$ cat src/rtl/digit_serial_adder_if.sv
// -----------------------------------------------------------------------------
// digit_serial_adder_if
//   Groups the operand/result handshake of the digit-serial adder.
//
//   master modport (producer/consumer side, e.g. a testbench or datapath):
//     drives  in_valid, a, b, sub, carry_in, out_ready
//     samples in_ready, out_valid, sum, carry_out, overflow, zero
//   slave modport (the adder):
//     the mirror image of master.
//
//   WIDTH must match the WIDTH of the adder the interface is connected to.
// -----------------------------------------------------------------------------
interface digit_serial_adder_if #(
    parameter int WIDTH = 8
);
    logic             in_valid;
    logic             in_ready;
    logic [WIDTH-1:0] a;
    logic [WIDTH-1:0] b;
    logic             sub;
    logic             carry_in;
    logic             out_valid;
    logic             out_ready;
    logic [WIDTH-1:0] sum;
    logic             carry_out;
    logic             overflow;
    logic             zero;

    modport master (
        output in_valid,
        output a,
        output b,
        output sub,
        output carry_in,
        output out_ready,
        input  in_ready,
        input  out_valid,
        input  sum,
        input  carry_out,
        input  overflow,
        input  zero
    );

    modport slave (
        input  in_valid,
        input  a,
        input  b,
        input  sub,
        input  carry_in,
        input  out_ready,
        output in_ready,
        output out_valid,
        output sum,
        output carry_out,
        output overflow,
        output zero
    );
endinterface

$ cat src/rtl/digit_serial_adder.sv
// -----------------------------------------------------------------------------
// digit_serial_adder
//   Multi-cycle add/subtract unit: computes a + b + carry_in or
//   a - b - carry_in over WIDTH bits, DIGIT bits per clock, reusing a single
//   DIGIT-wide adder slice. One operation takes N = WIDTH/DIGIT RUN cycles.
//
//   Ports:
//     clock  - sole clock, all state changes on its rising edge
//     reset  - synchronous, active-high; discards any operation in flight
//     bus    - digit_serial_adder_if.slave:
//                in_valid/in_ready   operand handshake (a, b, sub, carry_in)
//                out_valid/out_ready result handshake
//                sum                 result modulo 2^WIDTH
//                carry_out           carry out of MSB (subtract: 1 = no borrow)
//                overflow            two's-complement signed overflow
//                zero                sum == 0
//
//   Subtraction is done as a + ~b + ~carry_in, so the same slice serves both
//   modes and carry_out naturally reads as "no borrow" when subtracting.
// -----------------------------------------------------------------------------
module digit_serial_adder #(
    parameter int WIDTH = 8,
    parameter int DIGIT = 2
) (
    input  logic                clock,
    input  logic                reset,
    digit_serial_adder_if.slave bus
);
    localparam int N  = WIDTH / DIGIT;
    localparam int CW = (N > 1) ? $clog2(N) : 1;

    typedef enum logic [1:0] {
        IDLE = 2'd0,
        RUN  = 2'd1,
        DONE = 2'd2
    } state_t;

    // One DIGIT-wide slice. Returns {overflow, carry_out, sum}. The carry into
    // the slice MSB is recovered as sum_msb ^ x_msb ^ y_msb, which avoids an
    // empty part-select when DIGIT == 1.
    function automatic logic [DIGIT+1:0] add_digit(
        input logic [DIGIT-1:0] x,
        input logic [DIGIT-1:0] y,
        input logic             c
    );
        logic [DIGIT:0] full;
        logic           c_msb;
        full  = {1'b0, x} + {1'b0, y} + {{DIGIT{1'b0}}, c};
        c_msb = full[DIGIT-1] ^ x[DIGIT-1] ^ y[DIGIT-1];
        return {full[DIGIT] ^ c_msb, full[DIGIT], full[DIGIT-1:0]};
    endfunction

    state_t           state_r;
    logic [WIDTH-1:0] a_r;          // operand a, shifted right one digit per RUN cycle
    logic [WIDTH-1:0] b_r;          // operand b (inverted for subtract), shifted likewise
    logic [WIDTH-1:0] res_r;        // result assembled from the top down
    logic [WIDTH-1:0] sum_r;
    logic [CW-1:0]    cnt_r;
    logic             carry_r;
    logic             carry_out_r;
    logic             overflow_r;
    logic             zero_r;
    logic             in_ready_r;
    logic             out_valid_r;

    logic [DIGIT-1:0] slice_sum_s;
    logic             slice_cout_s;
    logic             slice_ovf_s;
    logic [WIDTH-1:0] res_next_s;
    logic             last_s;
    logic             accept_s;

    // Digit slice on the low digit of the operand shifters, plus the
    // result register's next value with the new digit entering at the top.
    always_comb begin
        {slice_ovf_s, slice_cout_s, slice_sum_s} =
            add_digit(a_r[DIGIT-1:0], b_r[DIGIT-1:0], carry_r);
        res_next_s = (res_r >> DIGIT) | (WIDTH'(slice_sum_s) << (WIDTH - DIGIT));
        last_s     = (cnt_r == CW'(N - 1));
        accept_s   = bus.in_valid & in_ready_r;
    end

    // Control FSM and datapath registers; handshake outputs are registered
    // copies of the state decode so no input reaches them combinationally.
    always_ff @(posedge clock) begin
        if (reset) begin
            state_r     <= IDLE;
            a_r         <= {WIDTH{1'b0}};
            b_r         <= {WIDTH{1'b0}};
            res_r       <= {WIDTH{1'b0}};
            sum_r       <= {WIDTH{1'b0}};
            cnt_r       <= {CW{1'b0}};
            carry_r     <= 1'b0;
            carry_out_r <= 1'b0;
            overflow_r  <= 1'b0;
            zero_r      <= 1'b0;
            in_ready_r  <= 1'b1;
            out_valid_r <= 1'b0;
        end else begin
            case (state_r)
                IDLE: begin
                    if (accept_s) begin
                        a_r        <= bus.a;
                        b_r        <= bus.b ^ {WIDTH{bus.sub}};
                        carry_r    <= bus.carry_in ^ bus.sub;
                        res_r      <= {WIDTH{1'b0}};
                        cnt_r      <= {CW{1'b0}};
                        state_r    <= RUN;
                        in_ready_r <= 1'b0;
                    end else begin
                        state_r    <= IDLE;
                    end
                end
                RUN: begin
                    a_r     <= a_r >> DIGIT;
                    b_r     <= b_r >> DIGIT;
                    carry_r <= slice_cout_s;
                    res_r   <= res_next_s;
                    cnt_r   <= cnt_r + CW'(1'b1);
                    if (last_s) begin
                        // Flags come from the MSB slice on its own edge.
                        sum_r       <= res_next_s;
                        carry_out_r <= slice_cout_s;
                        overflow_r  <= slice_ovf_s;
                        zero_r      <= (res_next_s == {WIDTH{1'b0}});
                        state_r     <= DONE;
                        out_valid_r <= 1'b1;
                    end else begin
                        state_r     <= RUN;
                    end
                end
                DONE: begin
                    // Result and flags stay put; only the handshake changes.
                    if (bus.out_ready) begin
                        state_r     <= IDLE;
                        out_valid_r <= 1'b0;
                        in_ready_r  <= 1'b1;
                    end else begin
                        state_r     <= DONE;
                    end
                end
                default: begin
                    state_r     <= IDLE;
                    in_ready_r  <= 1'b1;
                    out_valid_r <= 1'b0;
                end
            endcase
        end
    end

    assign bus.in_ready  = in_ready_r;
    assign bus.out_valid = out_valid_r;
    assign bus.sum       = sum_r;
    assign bus.carry_out = carry_out_r;
    assign bus.overflow  = overflow_r;
    assign bus.zero      = zero_r;

endmodule

$ cat src/flat_wrapper.sv
// flat-port wrapper written by rule: the top's interface ports become plain ports
module digit_serial_adder_flat 
#(
    parameter int WIDTH = 8,
    parameter int DIGIT = 2
)
  (clock, reset, bus_in_valid, bus_a, bus_b, bus_sub, bus_carry_in, bus_out_ready, bus_in_ready, bus_out_valid, bus_sum, bus_carry_out, bus_overflow, bus_zero);
  digit_serial_adder_if #(.WIDTH(WIDTH)) bus_i ();
  input  logic clock;
  input  logic reset;
  input wire logic [$bits(bus_i.in_valid)-1:0] bus_in_valid;
  input wire logic [$bits(bus_i.a)-1:0] bus_a;
  input wire logic [$bits(bus_i.b)-1:0] bus_b;
  input wire logic [$bits(bus_i.sub)-1:0] bus_sub;
  input wire logic [$bits(bus_i.carry_in)-1:0] bus_carry_in;
  input wire logic [$bits(bus_i.out_ready)-1:0] bus_out_ready;
  output wire logic [$bits(bus_i.in_ready)-1:0] bus_in_ready;
  output wire logic [$bits(bus_i.out_valid)-1:0] bus_out_valid;
  output wire logic [$bits(bus_i.sum)-1:0] bus_sum;
  output wire logic [$bits(bus_i.carry_out)-1:0] bus_carry_out;
  output wire logic [$bits(bus_i.overflow)-1:0] bus_overflow;
  output wire logic [$bits(bus_i.zero)-1:0] bus_zero;
  assign bus_i.in_valid = bus_in_valid;
  assign bus_i.a = bus_a;
  assign bus_i.b = bus_b;
  assign bus_i.sub = bus_sub;
  assign bus_i.carry_in = bus_carry_in;
  assign bus_i.out_ready = bus_out_ready;
  assign bus_in_ready = bus_i.in_ready;
  assign bus_out_valid = bus_i.out_valid;
  assign bus_sum = bus_i.sum;
  assign bus_carry_out = bus_i.carry_out;
  assign bus_overflow = bus_i.overflow;
  assign bus_zero = bus_i.zero;
  digit_serial_adder #(.WIDTH(WIDTH), .DIGIT(DIGIT)) u_core (.clock(clock), .reset(reset), .bus(bus_i));
endmodule
$ cat config.mk
export PLATFORM = sky130hd
export DESIGN_NAME = digit_serial_adder_flat
export DESIGN_NICKNAME = d
export VERILOG_FILES = /design/src/rtl/digit_serial_adder_if.sv /design/src/rtl/digit_serial_adder.sv /design/src/flat_wrapper.sv
export SDC_FILE = /design/constraint.sdc
export NUM_CORES = 1
export LEC_CHECK = 0
export CORE_MARGIN = 1.5
export CORE_UTILIZATION = 49
export DETAILED_ROUTE_END_ITERATION = 8
export DONT_BUFFER_PORTS = 1
export MAX_ROUTING_LAYER = met4
export SLEW_MARGIN = 5
export SYNTH_ARGS = -nofsm -noshare
export SYNTH_HDL_FRONTEND = slang
export SYNTH_SLANG_ARGS = --single-unit
$ cat constraint.sdc
create_clock -name clock -period 5.4 [get_ports clock]
set_input_delay 1.08 -clock clock [delete_from_list [all_inputs] [get_ports clock]]
set_output_delay 1.08 -clock clock [all_outputs]
set_load 0.01 [all_outputs]
==> results of run 1 <==
## how the worst max path moves through the flow
| stage | start | endpoint | slack (ns) |
|---|---|---|---|
| 4_1_cts | u_core.carry_r | u_core.bus.zero | 3.36 |
| 2_1_floorplan | bus_sub | u_core.b_r[5] | 3.55 |
| 6_report | u_core.carry_r | u_core.bus.zero | 3.39 |
| 3_3_place_gp | bus_in_valid | u_core.cnt_r[0] | 3.30 |
| 5_1_grt | u_core.b_r[0] | u_core.bus.zero | 3.21 |
| 3_5_place_dp | bus_in_valid | u_core.a_r[5] | 3.24 |
## synth_stat cells, types with 2 or more instances
cell | number | area, sq um
a211oi_1 | 4 | 30.0
a21oi_1 | 31 | 155
a221oi_2 | 3 | 45.0
a22oi_1 | 4 | 30.0
a311oi_1 | 6 | 52.6
buf_2 | 3 | 15.0
buf_6 | 4 | 45.0
clkbuf_1 | 5 | 18.8
clkbuf_2 | 2 | 10.0
dfxtp_1 | 40 | 801
fa_1 | 2 | 40.0
inv_1 | 10 | 37.5
nand2_1 | 32 | 120
nand2b_1 | 3 | 18.8
nand4_1 | 2 | 12.5
nor2_1 | 8 | 30.0
o21a_1 | 3 | 22.5
o21ai_0 | 16 | 80.1
xnor2_1 | 6 | 52.6
xor2_1 | 6 | 52.6
## metrics by stage
stage          hold slack, ns  total power, mW  worst slack, ns  util (%)  instances
6_report                0.470            0.588             3.39      53.7        245
5_1_grt                 0.495            0.621             3.21      53.7        245
2_1_floorplan           0.441            0.405             3.55         -        207
3_3_place_gp            0.448            0.408             3.30      51.4        238
3_5_place_dp            0.456            0.410             3.24      51.4        238
4_1_cts                 0.471            0.593             3.36      53.7        245
## worst reg2reg max path: cells and delay by family, from the launching register on
family	cells	cell delay, ns
DFF	1	0.33
adders and majority gates	2	1.01
and+or+nand+nor	2	0.39
buffers and inverters	1	0.06
AOI/OAI and AO/OA	1	0.15
## area by class of cell
| cell class | count | area, sq um |
|---|---|---|
| Tap cell | 46 | 57.6 |
| Fill cell | 346 | 1590 |
| Sequential cell | 40 | 801 |
| Clock buffer | 6 | 72.6 |
| Multi-Input combinational cell | 141 | 871 |
| Inverter | 11 | 41.3 |
| Clock inverter | 1 | 5.00 |
## sequential cells by signal (all words and copies together), names as in the netlist
register              count
u_core.bus.zero           1
u_core.cnt_r              2
u_core.carry_r            1
u_core.state_r            2
u_core.res_r              6
u_core.bus.carry_out      1
u_core.bus.in_ready       1
u_core.bus.out_valid      1
u_core.bus.sum            8
u_core.a_r                8
u_core.bus.overflow       1
u_core.b_r                8
## kinds of logic (layout without fill, tap and decap cells)
logic type,count (synthesis),after routing,share of synthesized area (%)
AO/OA/AOI/OAI,71,71,25.0
AND/OR/NAND/NOR,55,55,14.4
adder cells (fa/ha/maj),3,3,2.90
flip-flops,40,40,44.3
XOR/XNOR,12,12,5.81
buffers and inverters,26,18,7.61
## power groups by stage
stage	combinational (mW)	sequential, mW	clock [mW]
2_1_floorplan	0.0787	0.326	0
3_3_place_gp	0.0785	0.330	0
3_5_place_dp	0.0800	0.330	0
4_1_cts	0.0809	0.323	0.188
5_1_grt	0.0910	0.326	0.204
6_report	0.0799	0.323	0.185
## placed cells by master (no fill, tap or decap), types with 3 or more instances in the layout
cell,netlist,final
nand2_1,32,32
o21a_1,3,3
a21oi_1,31,31
o21ai_0,16,16
nand2b_1,3,3
a311oi_1,6,6
a22oi_1,4,4
nor2_1,8,8
clkbuf_8,0,5
xnor2_1,6,6
a211oi_1,4,4
xor2_1,6,6
a221oi_2,3,3
inv_1,10,10
dfxtp_1,40,40
## metal layers
metal	GRT usage (%)	wire length (um)
met5	-	0
met3	5.28	196
met1	25.2	1650
met4	8.15	62
met2	32.9	1710
==> impl_metrics.json, run 1 <==
{
  "clkTransAtPathRegs_ns": 0.07,
  "die_area_sq_um": 4070,
  "antenna_found_initial": 0,
  "wl_mm": 3.62,
  "fp-row-count": 21,
  "grt_pass1_vias": 1336,
  "ctsLongestPathBuffers": 2,
  "drt-initial-drc-count": 86,
  "tritoncts": "built",
  "critPathRequiredTime_ns": 5.62,
  "start_util_pct": 52.6,
  "synth_cell_types": 37,
  "path_buf_inv": 1,
  "placed_cell_area_sq_um": 1770,
  "worstPathArrival_ns": 2.23,
  "critical_path.most_common_cell": "fa_1",
  "synth_edf_count": 0,
  "cp-end-kind": "flop",
  "cts_setup_buffers": 0,
  "startpoint_type": "flop",
  "p_sw_share_pct": 25.9,
  "syn_nets": 232,
  "htree_levels": 2,
  "finalSetupViolCount": 0,
  "grt_first_pass_wirelength_mm": 6.35,
  "skew_ns": 0.00470,
  "setup.worst_path.class": "flop to flop",
  "min_period_over_period_pct": 37.2,
  "ys_warn_count": 0,
  "slowest_stage": "fa_1",
  "r2r_start": "u_core.carry_r",
  "crit_chain": "inv_1, fa_1, fa_1, nor4bb_1, nand3_1, a21oi_1",
  "route.detailed.drc": 0,
  "min_path_cells": 1,
  "drv_slew": 0,
  "synth_cells": 207,
  "clock.fmax_ghz": 0.498,
  "synthToLayoutAreaGrowth_pct": 2.14,
  "grt_use_total_pct": 20.7,
  "io_pins": 35,
  "fin_setup_tns_ns": 0,
  "worst_path_dominant_cell_family": "adder cells",
  "core-area_sq_um": 3440,
  "rsz0062_at_grt": "no",
  "min_from": "u_core.b_r[4]",
  "p_comb_share_pct": 13.6,
  "final_hold_viol_count": 0,
  "holdPathEnd": "u_core.b_r[4]",
  "syn_avg_cell_area_sq_um": 8.74,
  "fin_nets": 224,
  "p_switching_mw": 0.152,
  "p_clk_share_pct": 31.5,
  "die_h_um": 63.8,
  "max-slew-margin-rel_pct": 55.4,
  "cts_root_buf": "clkbuf_8",
  "vias_per_cell": 5.54,
  "async_flop_share_pct": 0,
  "seqPwrFrac_pct": 54.9,
  "synthFlopType": "dfxtp_1",
  "final.min_clock_period_ns": 2.01,
  "final_area_sq_um": 1850,
  "p_leak_nw": 0.617,
  "drive_gt1_share_pct": 7.54,
  "n_antenna_cell": 0,
  "wire_per_inst_um": 14.8,
  "grt_max_degree": 41,
  "cp.depth": 6,
  "hpwl_mm": 2.39,
  "first_pass_iters": 4,
  "p_per_area_nw_per_um2": 318,
  "critPathMaxStageDelay_ns": 0.58,
  "worst_pin_slew_ns": 0.668,
  "die_w_um": 63.8,
  "cts_buffers": 5,
  "clkSinkCount": 40,
  "status": "finished clean",
  "synthesis.area_sq_um": 1810,
  "rr_endpoint": "u_core.bus.zero",
  "post_cts_resized": 0,
  "cts.hold.buffers_added": 0,
  "vias": 1357,
  "gp_congestion": 0.767,
  "io_buffers": 0,
  "ys_seq_area_share_pct": 44.3,
  "rrSetupSlack_ns": 3.39,
  "clk_latency_ns": 0.29,
  "overflow": 0,
  "hold_class": "flop to flop",
  "irDropWorstVdd_mv": 0.208,
  "worstPathMaxFanout": 4,
  "p_int_mw": 0.436,
  "ant_nets": 0,
  "synth_seq_cells": 40,
  "drv_cap": 0,
  "reg2regPathDepth": 6
}
(Power assumes the default switching activity.)
==> run 2, diff against run 1 <==
--- a/config.mk
+++ b/config.mk
@@ -10,6 +10,7 @@
 export DETAILED_ROUTE_END_ITERATION = 8
 export DONT_BUFFER_PORTS = 1
 export MAX_ROUTING_LAYER = met4
+export PLACE_DENSITY = 0.66
 export SLEW_MARGIN = 5
 export SYNTH_ARGS = -nofsm -noshare
 export SYNTH_HDL_FRONTEND = slang
==> constraint.sdc (replaced) <==
create_clock -name clock -period 1.8 [get_ports clock]
set_input_delay 0.36 -clock clock [delete_from_list [all_inputs] [get_ports clock]]
set_output_delay 0.36 -clock clock [all_outputs]
set_load 0.01 [all_outputs]
==> run 2 against run 1 <==
  * The run now ends with setup timing left
  * Clock skew fell by 0.00094 ns
  * Setup slack got worse by 3.4 ns
  * Combinational power rose to 3.4 times the previous value
  * Critical path depth did not move
  * Global-route usage fell by 0.92 points
  * Largest cell class unchanged
  * Final cell count rose by 3.3%
  * Hold slack got worse by 0.34 ns
  * Highest routed layer unchanged
  * Die area did not move
==> impl_metrics.json, run 2 (synthesis gave the netlist of run 1 again) <==
{
  "status": "complete, but fails checks",
  "violations": "setup timing",
  "tritoncts": "built",
  "drv_slew": 0,
  "dpl_worst_slack_ns": -0.0916,
  "worstPathMaxFanout": 4,
  "hpwl_mm": 2.51,
  "grt_pass1_vias": 1354,
  "n_antenna_cell": 0,
  "p_sw_share_pct": 23.0,
  "rsz0062_at_grt": "yes",
  "p_int_mw": 1.56,
  "max-slew-margin-rel_pct": 62.8,
  "worst_path_dominant_cell_family": "adder cells",
  "overflow": 0,
  "p_clk_share_pct": 38.7,
  "slowest_stage": "fa_2",
  "skew_ns": 0.00376,
  "worstPathArrival_ns": 2.07,
  "p_leak_nw": 0.678,
  "p_comb_share_pct": 13.3,
  "grt_use_total_pct": 19.7,
  "hold_class": "input port to flop",
  "place_inst": 243,
  "final_area_sq_um": 1960,
  "rrSetupSlack_ns": -0.05,
  "setup.worst_path.class": "flop to flop",
  "startpoint_type": "flop",
  "wl_mm": 3.68,
  "clkTransAtPathRegs_ns": 0.07,
  "wire_per_inst_um": 14.6,
  "cts_buffers": 5,
  "final_common_cell": "dfxtp_1",
  "gp_congestion": 0.776,
  "start_util_pct": 52.6,
  "finalSetupViolCount": 2,
  "synthToLayoutAreaGrowth_pct": 8.58,
  "min_period_over_period_pct": 103,
  "p_switching_mw": 0.466,
  "route.detailed.drc": 0,
  "first_pass_iters": 4,
  "critical_path.most_common_cell": "fa_2",
  "die_h_um": 63.8,
  "seqPwrFrac_pct": 48.0,
  "core-area_sq_um": 3440,
  "cp-end-kind": "flop",
  "final.min_clock_period_ns": 1.85,
  "clk_latency_ns": 0.28,
  "ant_nets": 0,
  "vias_per_cell": 5.57,
  "final_cell_mix": "dfxtp_1, nand2_1, a21oi_1, o21ai_0, inv_1",
  "drv_cap": 0,
  "grt_max_degree": 41,
  "clkSinkCount": 40,
  "final_hold_viol_count": 0,
  "io_buffers": 0,
  "finalWorstSetupSlack_ns": -0.0481,
  "critPathRequiredTime_ns": 2.02,
  "fin_setup_tns_ns": -0.0661,
  "ctsLongestPathBuffers": 2,
  "irDropWorstVdd_mv": 0.562,
  "die_w_um": 63.8,
  "fp-row-count": 21,
  "antenna_found_initial": 0,
  "critPathMaxStageDelay_ns": 0.58,
  "stdcell_count": 253,
  "die_area_sq_um": 4070,
  "clock.fmax_ghz": 0.541,
  "path_buf_inv": 1,
  "htree_levels": 2,
  "vias": 1409,
  "drive_gt1_share_pct": 15.0,
  "worst_pin_slew_ns": 0.557,
  "crit_chain": "inv_2, fa_2, fa_2, nor4bb_2, nand3_1, a21oi_1",
  "fin_nets": 231,
  "p_per_area_nw_per_um2": 1030,
  "cts_root_buf": "clkbuf_8",
  "grt_first_pass_wirelength_mm": 6.01,
  "placed_cell_area_sq_um": 1810,
  "power_mw": 2.03,
  "io_pins": 35,
  "drt-initial-drc-count": 135
}
[run 2: what timing repair did]
| item | CTS | global route |
|---|---|---|
| endpoints found under the setup margin | 2 | 3 |
| pin swaps | 3 | 3 |
| gates resized for setup | 3 | 3 |
| hold buffers | 0 | 0 |
| buffers inserted | 1 | 1 |
[run 2: power groups by stage]
stage / sequential [mW] / clock [mW] / combinational [mW]
floorplan: 0.979 / 0 / 0.237
global placement: 0.989 / 0 / 0.248
detailed placement: 0.991 / 0 / 0.254
CTS: 0.972 / 0.805 / 0.262
global route: 0.979 / 0.850 / 0.305
finish: 0.974 / 0.785 / 0.270
[run 2: layout make-up]
cell class              instances  area, sq um
clock buffers                   7         96.3
clock inverters                 1         30.0
fillers                       320         1480
inverters                      11         41.3
multi-input cells             141          882
flip-flops and latches         40          805
well taps                      46         57.6
repair buffers                  7         52.6
[run 2: final timing paths]
check | startpoint | endpoint | cells after the start
min reg2reg | u_core.b_r[5] | u_core.b_r[5] | 1
min | reset | u_core.b_r[0] | 1
max reg2reg | u_core.a_r[0] | u_core.bus.zero | 6
max | u_core.a_r[0] | u_core.bus.zero | 6
[run 2: metal layers]
| layer | GRT usage (%) | wire (um) | up-vias | share of wire (%) |
|---|---|---|---|---|
| met3 | 6.16 | 189 | 2 | 5.1 |
| li1 | - | - | 712 | - |
| met4 | 5.98 | 21 | 0 | 0.57 |
| met1 | 23.4 | 1610 | 662 | 44 |
| met2 | 32.2 | 1870 | 33 | 51 |
| met5 | - | 0 | - | 0 |
[run 2: per-stage QoR]
step	hold slack, ns	utilization (%)
6_report	0.130	57.1
5_1_grt	0.114	57.1
4_1_cts	0.124	56.6
3_5_place_dp	0.432	52.6
3_3_place_gp	0.431	52.6
2_1_floorplan	0.441	-
[run 2: worst register-to-register path, cell delays in order, from the launching register on]
cell      delay, ns
dfxtp_2        0.34
inv_2          0.04
fa_2           0.39
fa_2           0.58
nor4bb_2       0.20
nand3_1        0.10
a21oi_1        0.14
